File: src/rtl/sobel_window_scheduler_if.sv
// sobel_window_scheduler_if: pixel-in / window-word-out stream bundle.
interface sobel_window_scheduler_if #(
    parameter int PIXEL_WIDTH = 8
);
    logic [PIXEL_WIDTH-1:0] in_px;
    logic                   in_valid;
    logic                   in_ready;
    logic [PIXEL_WIDTH-1:0] out_px;
    logic                   out_valid;
    modport master (output in_px, in_valid, input in_ready, out_px, out_valid);
    modport slave  (input in_px, in_valid, output in_ready, out_px, out_valid);
endinterface

File: src/rtl/sobel_window_scheduler.sv
// sobel_window_scheduler: turns a raster pixel stream into serial 3x3 window columns for the Sobel engine.
module sobel_window_scheduler #(
    parameter int PIXEL_WIDTH = 8,
    parameter int IMG_WIDTH   = 160,
    parameter int IMG_HEIGHT  = 120,
    parameter int COL_BITS    = $clog2(IMG_WIDTH),
    parameter int ROW_BITS    = $clog2(IMG_HEIGHT)
) (
    input  logic                           clk_i,
    input  logic                           nreset_i,
    input  logic                           start_frame_i,
    sobel_window_scheduler_if.slave        bus,
    output logic                           start_sobel_o,
    output logic                           busy_o,
    output logic                           frame_done_o
);
    typedef enum logic [2:0] {IDLE, ACCEPT, EMIT, ROW_GAP, DONE} state_t;
    localparam logic [COL_BITS-1:0] LAST_COL = COL_BITS'(IMG_WIDTH - 1);
    localparam logic [ROW_BITS-1:0] LAST_ROW = ROW_BITS'(IMG_HEIGHT - 1);
    state_t                 state;
    logic [COL_BITS-1:0]    col;
    logic [ROW_BITS-1:0]    row;
    logic [1:0]             emit;
    logic [PIXEL_WIDTH-1:0] mid, bot;
    logic [PIXEL_WIDTH-1:0] lb0 [IMG_WIDTH];
    logic [PIXEL_WIDTH-1:0] lb1 [IMG_WIDTH];
    logic                   xfer;
    assign xfer = bus.in_ready && bus.in_valid;
    // Line buffers are plain storage, left unreset so they can map to RAM.
    always_ff @(posedge clk_i) begin
        if (xfer) begin
            lb0[col] <= lb1[col];
            lb1[col] <= bus.in_px;
        end
    end
    always_ff @(posedge clk_i or negedge nreset_i) begin
        if (!nreset_i) begin
            state         <= IDLE;
            col           <= '0;
            row           <= '0;
            emit          <= '0;
            mid           <= '0;
            bot           <= '0;
            bus.in_ready  <= 1'b0;
            bus.out_valid <= 1'b0;
            bus.out_px    <= '0;
            start_sobel_o <= 1'b0;
            busy_o        <= 1'b0;
            frame_done_o  <= 1'b0;
        end else begin
            bus.out_valid <= 1'b0;
            bus.out_px    <= '0;
            frame_done_o  <= 1'b0;
            case (state)
                IDLE: if (start_frame_i) begin
                    state         <= ACCEPT;
                    row           <= '0;
                    col           <= '0;
                    bus.in_ready  <= 1'b1;
                    busy_o        <= 1'b1;
                    start_sobel_o <= 1'b0;
                end
                ACCEPT: if (bus.in_valid) begin
                    if (row >= ROW_BITS'(2)) begin
                        // top word goes straight out; mid/bot wait their turn
                        state         <= EMIT;
                        emit          <= '0;
                        bus.in_ready  <= 1'b0;
                        bus.out_valid <= 1'b1;
                        bus.out_px    <= lb0[col];
                        mid           <= lb1[col];
                        bot           <= bus.in_px;
                    end else if (col == LAST_COL) begin
                        col           <= '0;
                        row           <= row + 1'b1;
                        start_sobel_o <= row == ROW_BITS'(1);
                    end else begin
                        col <= col + 1'b1;
                    end
                end
                EMIT: begin
                    emit <= emit + 1'b1;
                    if (emit != 2'd2) begin
                        bus.out_valid <= 1'b1;
                        bus.out_px    <= emit == 2'd0 ? mid : bot;
                    end else if (col != LAST_COL) begin
                        col          <= col + 1'b1;
                        state        <= ACCEPT;
                        bus.in_ready <= 1'b1;
                    end else begin
                        col           <= '0;
                        state         <= ROW_GAP;
                        start_sobel_o <= 1'b0;
                    end
                end
                ROW_GAP: if (row == LAST_ROW) begin
                    state        <= DONE;
                    frame_done_o <= 1'b1;
                end else begin
                    row           <= row + 1'b1;
                    state         <= ACCEPT;
                    bus.in_ready  <= 1'b1;
                    start_sobel_o <= 1'b1;
                end
                DONE: begin
                    state  <= IDLE;
                    busy_o <= 1'b0;
                end
                default: state <= IDLE;
            endcase
        end
    end
endmodule

File: src/flat_wrapper.sv
// flat-port wrapper written by rule: the top's interface ports become plain ports
module sobel_window_scheduler_flat 
#(
    parameter int PIXEL_WIDTH = 8,
    parameter int IMG_WIDTH   = 160,
    parameter int IMG_HEIGHT  = 120,
    parameter int COL_BITS    = $clog2(IMG_WIDTH),
    parameter int ROW_BITS    = $clog2(IMG_HEIGHT)
)
  (clk_i, nreset_i, start_frame_i, start_sobel_o, busy_o, frame_done_o, bus_in_px, bus_in_valid, bus_in_ready, bus_out_px, bus_out_valid);
  sobel_window_scheduler_if #(.PIXEL_WIDTH(PIXEL_WIDTH)) bus_i ();
  input  logic clk_i;
  input  logic nreset_i;
  input  logic start_frame_i;
  output logic start_sobel_o;
  output logic busy_o;
  output logic frame_done_o;
  input wire logic [$bits(bus_i.in_px)-1:0] bus_in_px;
  input wire logic [$bits(bus_i.in_valid)-1:0] bus_in_valid;
  output wire logic [$bits(bus_i.in_ready)-1:0] bus_in_ready;
  output wire logic [$bits(bus_i.out_px)-1:0] bus_out_px;
  output wire logic [$bits(bus_i.out_valid)-1:0] bus_out_valid;
  assign bus_i.in_px = bus_in_px;
  assign bus_i.in_valid = bus_in_valid;
  assign bus_in_ready = bus_i.in_ready;
  assign bus_out_px = bus_i.out_px;
  assign bus_out_valid = bus_i.out_valid;
  sobel_window_scheduler #(.PIXEL_WIDTH(PIXEL_WIDTH), .IMG_WIDTH(IMG_WIDTH), .IMG_HEIGHT(IMG_HEIGHT), .COL_BITS(COL_BITS), .ROW_BITS(ROW_BITS)) u_core (.clk_i(clk_i), .nreset_i(nreset_i), .start_frame_i(start_frame_i), .bus(bus_i), .start_sobel_o(start_sobel_o), .busy_o(busy_o), .frame_done_o(frame_done_o));
endmodule
File: config.mk
export PLATFORM = sky130hd
export DESIGN_NAME = sobel_window_scheduler_flat
export DESIGN_NICKNAME = d
export VERILOG_FILES = /design/src/rtl/sobel_window_scheduler_if.sv /design/src/rtl/sobel_window_scheduler.sv /design/src/flat_wrapper.sv
export SDC_FILE = /design/constraint.sdc
export NUM_CORES = 2
export LEC_CHECK = 0
export BUFFER_PORTS_ARGS = -buffer_cell sky130_fd_sc_hd__buf_2
export CELL_PAD_IN_SITES_DETAIL_PLACEMENT = 1
export CELL_PAD_IN_SITES_GLOBAL_PLACEMENT = 2
export CORE_UTILIZATION = 49
export DETAILED_ROUTE_END_ITERATION = 7
export GPL_TIMING_DRIVEN = 1
export PLACE_DENSITY = 0.74
export SYNTH_ARGS = -nofsm -noshare
export SYNTH_HDL_FRONTEND = slang
export SYNTH_SLANG_ARGS = --single-unit
File: constraint.sdc
create_clock -name clk_i -period 20.4 [get_ports clk_i]
set_input_delay 5.1 -clock clk_i [delete_from_list [all_inputs] [get_ports clk_i]]
set_output_delay 5.1 -clock clk_i [all_outputs]
set_load 0.02 [all_outputs]
# --- Word-level counts from Yosys, hierarchy flattened ---
# Memories as Yosys holds them, arrays and structs flattened.
# Cells that the tools add are included.
totals:
  ff_bits: 49
  mem_bits_rw: 2560
  inputBits: 12
  output_inout_bits: 13
  word_cells: 103
  memories: 2
classes:
  n_addsub: 3
  magnitude_cmp: 1
  eq_ne: 18
  n_mux: 51
  n_reduce_logical: 16
mem_list:
  columns: ["memory", "words", "word_bits", "rd", "rd_clocked_by_memory_dff", "write_ports", "line_no", "text"]
  rows:
  - ["u_core.lb0", 160, 8, 1, 0, 1, "sobel_window_scheduler.sv:25", "logic [PIXEL_WIDTH-1:0] lb0 [IMG_WIDTH];"]
  - ["u_core.lb1", 160, 8, 1, 0, 1, "sobel_window_scheduler.sv:26", "logic [PIXEL_WIDTH-1:0] lb1 [IMG_WIDTH];"]
op_table:
  columns: ["op", "n"]
  rows:
  - ["$mux W8", 10]
  - ["$mux W7", 5]
  - ["$pmux W8 S3", 1]
  - ["$pmux W7 S3", 1]
  - ["$mux W1", 19]
  - ["$pmux W8 S2", 1]
  - ["$mux W3", 5]
  - ["$ne A2 B2 Y1 const B", 7]
  - ["$pmux W3 S4", 1]
  - ["$add A8 B1 Y8 const B", 1]
  - ["$eq A8 B8 Y1 const B", 1]
  - ["$ne A8 B8 Y1 const B", 1]
  - ["$pmux W1 S4", 2]
  - ["$reduce_and A8 Y1", 1]
  - ["$add A7 B1 Y7 const B", 1]
  - ["$eq A7 B1 Y1 const B", 1]
  - ["$eq A7 B7 Y1 const B", 1]
  - ["$ge A7 B2 Y1 const B", 1]
  - ["$reduce_and A7 Y1", 1]
  - ["$eq A3 B2 Y1 const B", 2]
  - ["$mux W2", 3]
  - ["$ne A2 B1 Y1 const B", 3]
  - ["$reduce_and A3 Y1", 2]
  - ["$reduce_and A6 Y1", 1]
  - ["other kinds (14)", 17]

# --- Longest topological paths before layout ---
logic_depth:
  word_depth: 5
  mapped_depth: 14

# --- Least setup slack after synthesis ---
# No wires, ideal clock.
synth_path:
  path_kind: "reg2reg"
  startpoint: "reg u_core.col[0]"
  endpoint: "mem u_core.lb0[0][2], data pin"
  arrival_time_ns: 11.755
  required_time_ns: 18.201
  path_slack_ns: 6.446
  path_stages_with_launch: 10
  path_buffers: 4
  cell_sequence: "dfrtp_1 buf_6 buf_12 buf_12 buf_6 mux4_2 a221oi_1 o22ai_1 a21oi_1 o311ai_0"
synth_between:
  elab_chain_len: 1
synth_lines:
  columns: ["element", "line_no", "text"]
  rows:
  - ["start: declaration", "sobel_window_scheduler.sv:21", "logic [COL_BITS-1:0] col;"]
  - ["start signal: assignment", "sobel_window_scheduler.sv:78", "col <= col + 1'b1;"]
  - ["start signal: assignment", "sobel_window_scheduler.sv:87", "col <= col + 1'b1;"]
  - ["$mem_v2 Z160 W8", null, null]
  - ["end: declaration", "sobel_window_scheduler.sv:25", null]
# No other way between the ends.

# --- Final worst setup path ---
layout_path:
  startpoint: "reg u_core.col[0]"
  endpoint: "mem u_core.lb0[105][4], data pin"
# The elaborated chain is that of the path after synthesis.

==> results.py <==
metrics = {
    "placement": {
        "post-place-ws_ns": 12.41,
        "port_buffers": 24,
        "dpl.hpwl_mm": 186,
        "place.gp.congestion": 0.869,
    },
    "route": {
        "vias": 52700,
        "drt_wl_total_mm": 306,
        "drt_pre_antenna_iters": 5,
        "vias_per_cell": 6.60,
        "wl_per_cell_um": 38.3,
        "first_iter_violations": 7315,
        "drc_errors": 0,
        "ant_nets": 0,
    },
    "worst_hold_path": {
        "worstHoldStart": "u_core.start_sobel_o",
        "hold_path_class": "register to register",
        "holdPathEnd": "u_core.start_sobel_o",
        "worstHoldPathCells": 2,
    },
    "power_and_ir_drop": {
        "power_leakage_nw": 35.7,
        "p_int_mw": 11.2,
        "p_per_area_mw_per_mm2": 145,
        "p_clk_share_pct": 29.6,
        "comb_power_share_pct": 28.0,
        "peakVddDrop_uv": 206,
        "p_switching_mw": 5.37,
        "p_sw_share_pct": 32.5,
        "seq_power_share_pct": 42.4,
    },
    "clock_network": {
        "root_buffer": "clkbuf_16",
        "cts_max_path_buffers": 4,
        "cts_buffers": 285,
        "insertion_delay_ns": 0.95,
        "hold_buffers": 0,
        "path_clk_slew_ns": 0.06,
        "cts_tree": "built",
        "post_cts_buffers": 0,
        "cts.sinks": 2609,
        "cts-resized-gates": 0,
        "htree_levels": 5,
    },
    "logic_synthesis": {
        "synth-seq-area-share_pct": 77.3,
        "yosys_warnings": 0,
        "syn_inst": 4828,
        "ys.flop_type": "edfxtp_1",
        "ys_ff_latch": 2609,
        "ys_types": 82,
        "synthArstFlopShare_pct": 1.88,
        "synth_edf_count": 2560,
        "synthesis.nets": 4849,
        "netlist_area_mm2": 0.101,
        "syn_area_per_cell_um2": 20.9,
    },
    "global_routing": {
        "overflow": 0,
        "grt_max_degree": 162,
        "grt_pass1_wl_mm": 424,
        "groute.usage.overall_pct": 29.4,
        "grt_pass1_vias": 52900,
        "antenna_found_initial": 18,
    },
    "floorplanning": {
        "die_area_mm2": 0.208,
        "start_util_pct": 49.3,
        "coreArea_mm2": 0.205,
        "die_height_um": 456,
        "ios": 25,
        "fp.dieW_um": 456,
        "num_rows": 166,
    },
    "critical_path": {
        "worstPathArrival_ns": 8.45,
        "worstReg2RegEnd": "u_core.lb0[105][4]",
        "startpoint_type": "register",
        "max_stage_delay_ns": 0.96,
        "critical-path-slowest-cell": "dfrtp_4",
        "rr_worst_depth": 12,
        "crit_chain": "buf_4 > buf_4 > buf_4 > buf_4 > mux4_2 > a22o_1 > nor3_1 > a31oi_1 > a31oi_1 > nand2b_4 > buf_4 > buf_4",
        "crit_path_end_kind": "register",
        "crit_path_frequent_cell": "buf_4",
        "reg2reg_from": "u_core.col[0]",
        "path_max_fanout": 64,
        "crit_required_ns": 20.94,
        "rrSetupSlack_ns": 12.48,
        "critPathTopFamily": "buffers and inverters",
        "worstSetupPathType": "register to register",
        "critical_path_buf_inv_count": 6,
    },
    "timing": {
        "fin_tns_setup_ns": 0,
        "clock.fmax_mhz": 126,
        "report.final.slew_viol_count": 0,
        "rsz0062_at_grt": "false",
        "finalHoldViolCount": 0,
        "setup_viol": 0,
        "max_slew_margin_pct": 2.65,
        "max_slew.worst_pin.slew_ns": 1.46,
        "finClkSkew_ns": 0.0656,
        "finalCriticalPeriod_ns": 7.92,
        "setup_slack_ns": 12.48,
        "post-route-period-util_pct": 38.8,
    },
    "outcome": {
        "run_status": "completed",
    },
    "final_layout": {
        "final_layout_size_suffix_gt1_share_pct": 24.0,
        "syn_to_final_growth_pct": 12.7,
        "nets": 5120,
        "n_fill_cell": 17500,
        "final_common_cell": "edfxtp_1",
        "final_cell_mix": "edfxtp_1, mux4_2, clkbuf_16",
    },
    "flow_run": {
        "cap_violations": 0,
    },
}
-- Yosys cell counts, drive strengths merged (10+ instances only) --
cell type | n | area (µm²)
nand3 | 72 | 360
inv | 12 | 45.0
mux2 | 13 | 150
a221oi | 27 | 243
a211oi | 27 | 203
nor2b | 24 | 150
o21ai | 46 | 230
buf | 187 | 1240
nor3 | 26 | 130
o22ai | 49 | 307
nor4 | 22 | 144
mux2i | 242 | 2420
a21oi | 72 | 360
mux4 | 541 | 12200
a31oi | 24 | 150
clkbuf | 90 | 338
a22o | 23 | 203
a22oi | 128 | 961
dfrtp | 49 | 1230
nand2b | 13 | 81.3
o31ai | 10 | 75.1
nor2 | 250 | 941
nand4 | 13 | 81.3
edfxtp | 2560 | 76900
and3 | 11 | 68.8
o221ai | 17 | 149
nand2 | 153 | 574
o211ai | 15 | 113
-- routing by layer --
layer / global-route usage (%) / share of wire (%) / up-vias
met2: 44.5 / 46 / 2859
met3: 7.04 / 10 / 554
met4: 11.0 / 4.0 / 14
met1: 41.8 / 40 / 28500
met5: 0 / 0.026 / -
li1: - / - / 20800
-- worst max path at each step --
stage | cells past startpoint | startpoint | endpoint | slack [ns]
global route | 12 | u_core.col[0] | u_core.lb0[11][4] | 12.07
global placement | 12 | u_core.col[0] | u_core.lb0[108][4] | 12.55
floorplan | 9 | u_core.col[0] | u_core.lb0[0][2] | 6.45
finish | 12 | u_core.col[0] | u_core.lb0[105][4] | 12.48
detailed placement | 12 | u_core.col[0] | u_core.lb0[12][4] | 12.41
CTS | 12 | u_core.col[0] | u_core.lb0[105][4] | 12.40
-- cell type report --
cell class / count / area [µm²] / share of cell area [%]
Clock buffer: 363 / 7600 / 6.68
Clock inverter: 113 / 1010 / 0.890
Multi-Input combinational cell: 1929 / 21600 / 18.9
Tap cell: 2688 / 3360 / 2.95
Sequential cell: 2609 / 78100 / 68.6
Antenna cell: 9 / 22.5 / 0.0198
Inverter: 13 / 51.3 / 0.0451
Timing Repair Buffer: 261 / 2080 / 1.83
-- logic make-up (layout without fill, tap and decap cells) --
logic type / Yosys count / count (layout) / synth area share, %
compound gates: 489 / 489 / 3.42
xor+xnor: 1 / 1 / 0.00867
fa+ha+maj: 9 / 9 / 0.111
buf+inv: 290 / 750 / 1.61
flops: 2609 / 2609 / 77.3
mux: 796 / 796 / 14.6
other cells: 0 / 9 / 0
simple gates: 634 / 634 / 2.90
-- registers in the layout, indices dropped and copies added, names as in the netlist --
register,flops
u_core.lb0,1280
u_core.lb1,1280
u_core.bot,8
u_core.bus.out_px,8
u_core.col,8
u_core.mid,8
u_core.row,7
u_core.state,3
u_core.emit,2
u_core.bus.in_ready,1
u_core.bus.out_valid,1
u_core.busy_o,1
u_core.frame_done_o,1
u_core.start_sobel_o,1
-- per-stage QoR --
step	hold slack, ns	instances	utilization (%)	power (mW)	cell area [µm²]
detailed placement	0.465	7500	51.4	11.7	105000
global route	0.514	7979	55.6	16.9	114000
CTS	0.482	7976	55.6	16.6	114000
floorplan	0.445	4828	-	9.93	101000
global placement	0.459	7500	51.4	11.6	105000
finish	0.472	7985	55.6	16.5	114000
-- tightest hold or removal path, cell delays in order (launching register included) --
cell and delay, ns:
dfrtp_1 0.33, nand2_1 0.05, o31ai_1 0.05
-- power groups by stage --
stage / clock, mW / combinational, mW / sequential [mW]
6_report: 4.89 / 4.62 / 7.01
4_1_cts: 4.95 / 4.63 / 7.01
5_1_grt: 5.12 / 4.80 / 7.02
2_1_floorplan: 0 / 2.68 / 7.26
3_5_place_dp: 0 / 4.62 / 7.12
3_3_place_gp: 0 / 4.51 / 7.11
No activity file was read; power rests on OpenSTA's default activity.
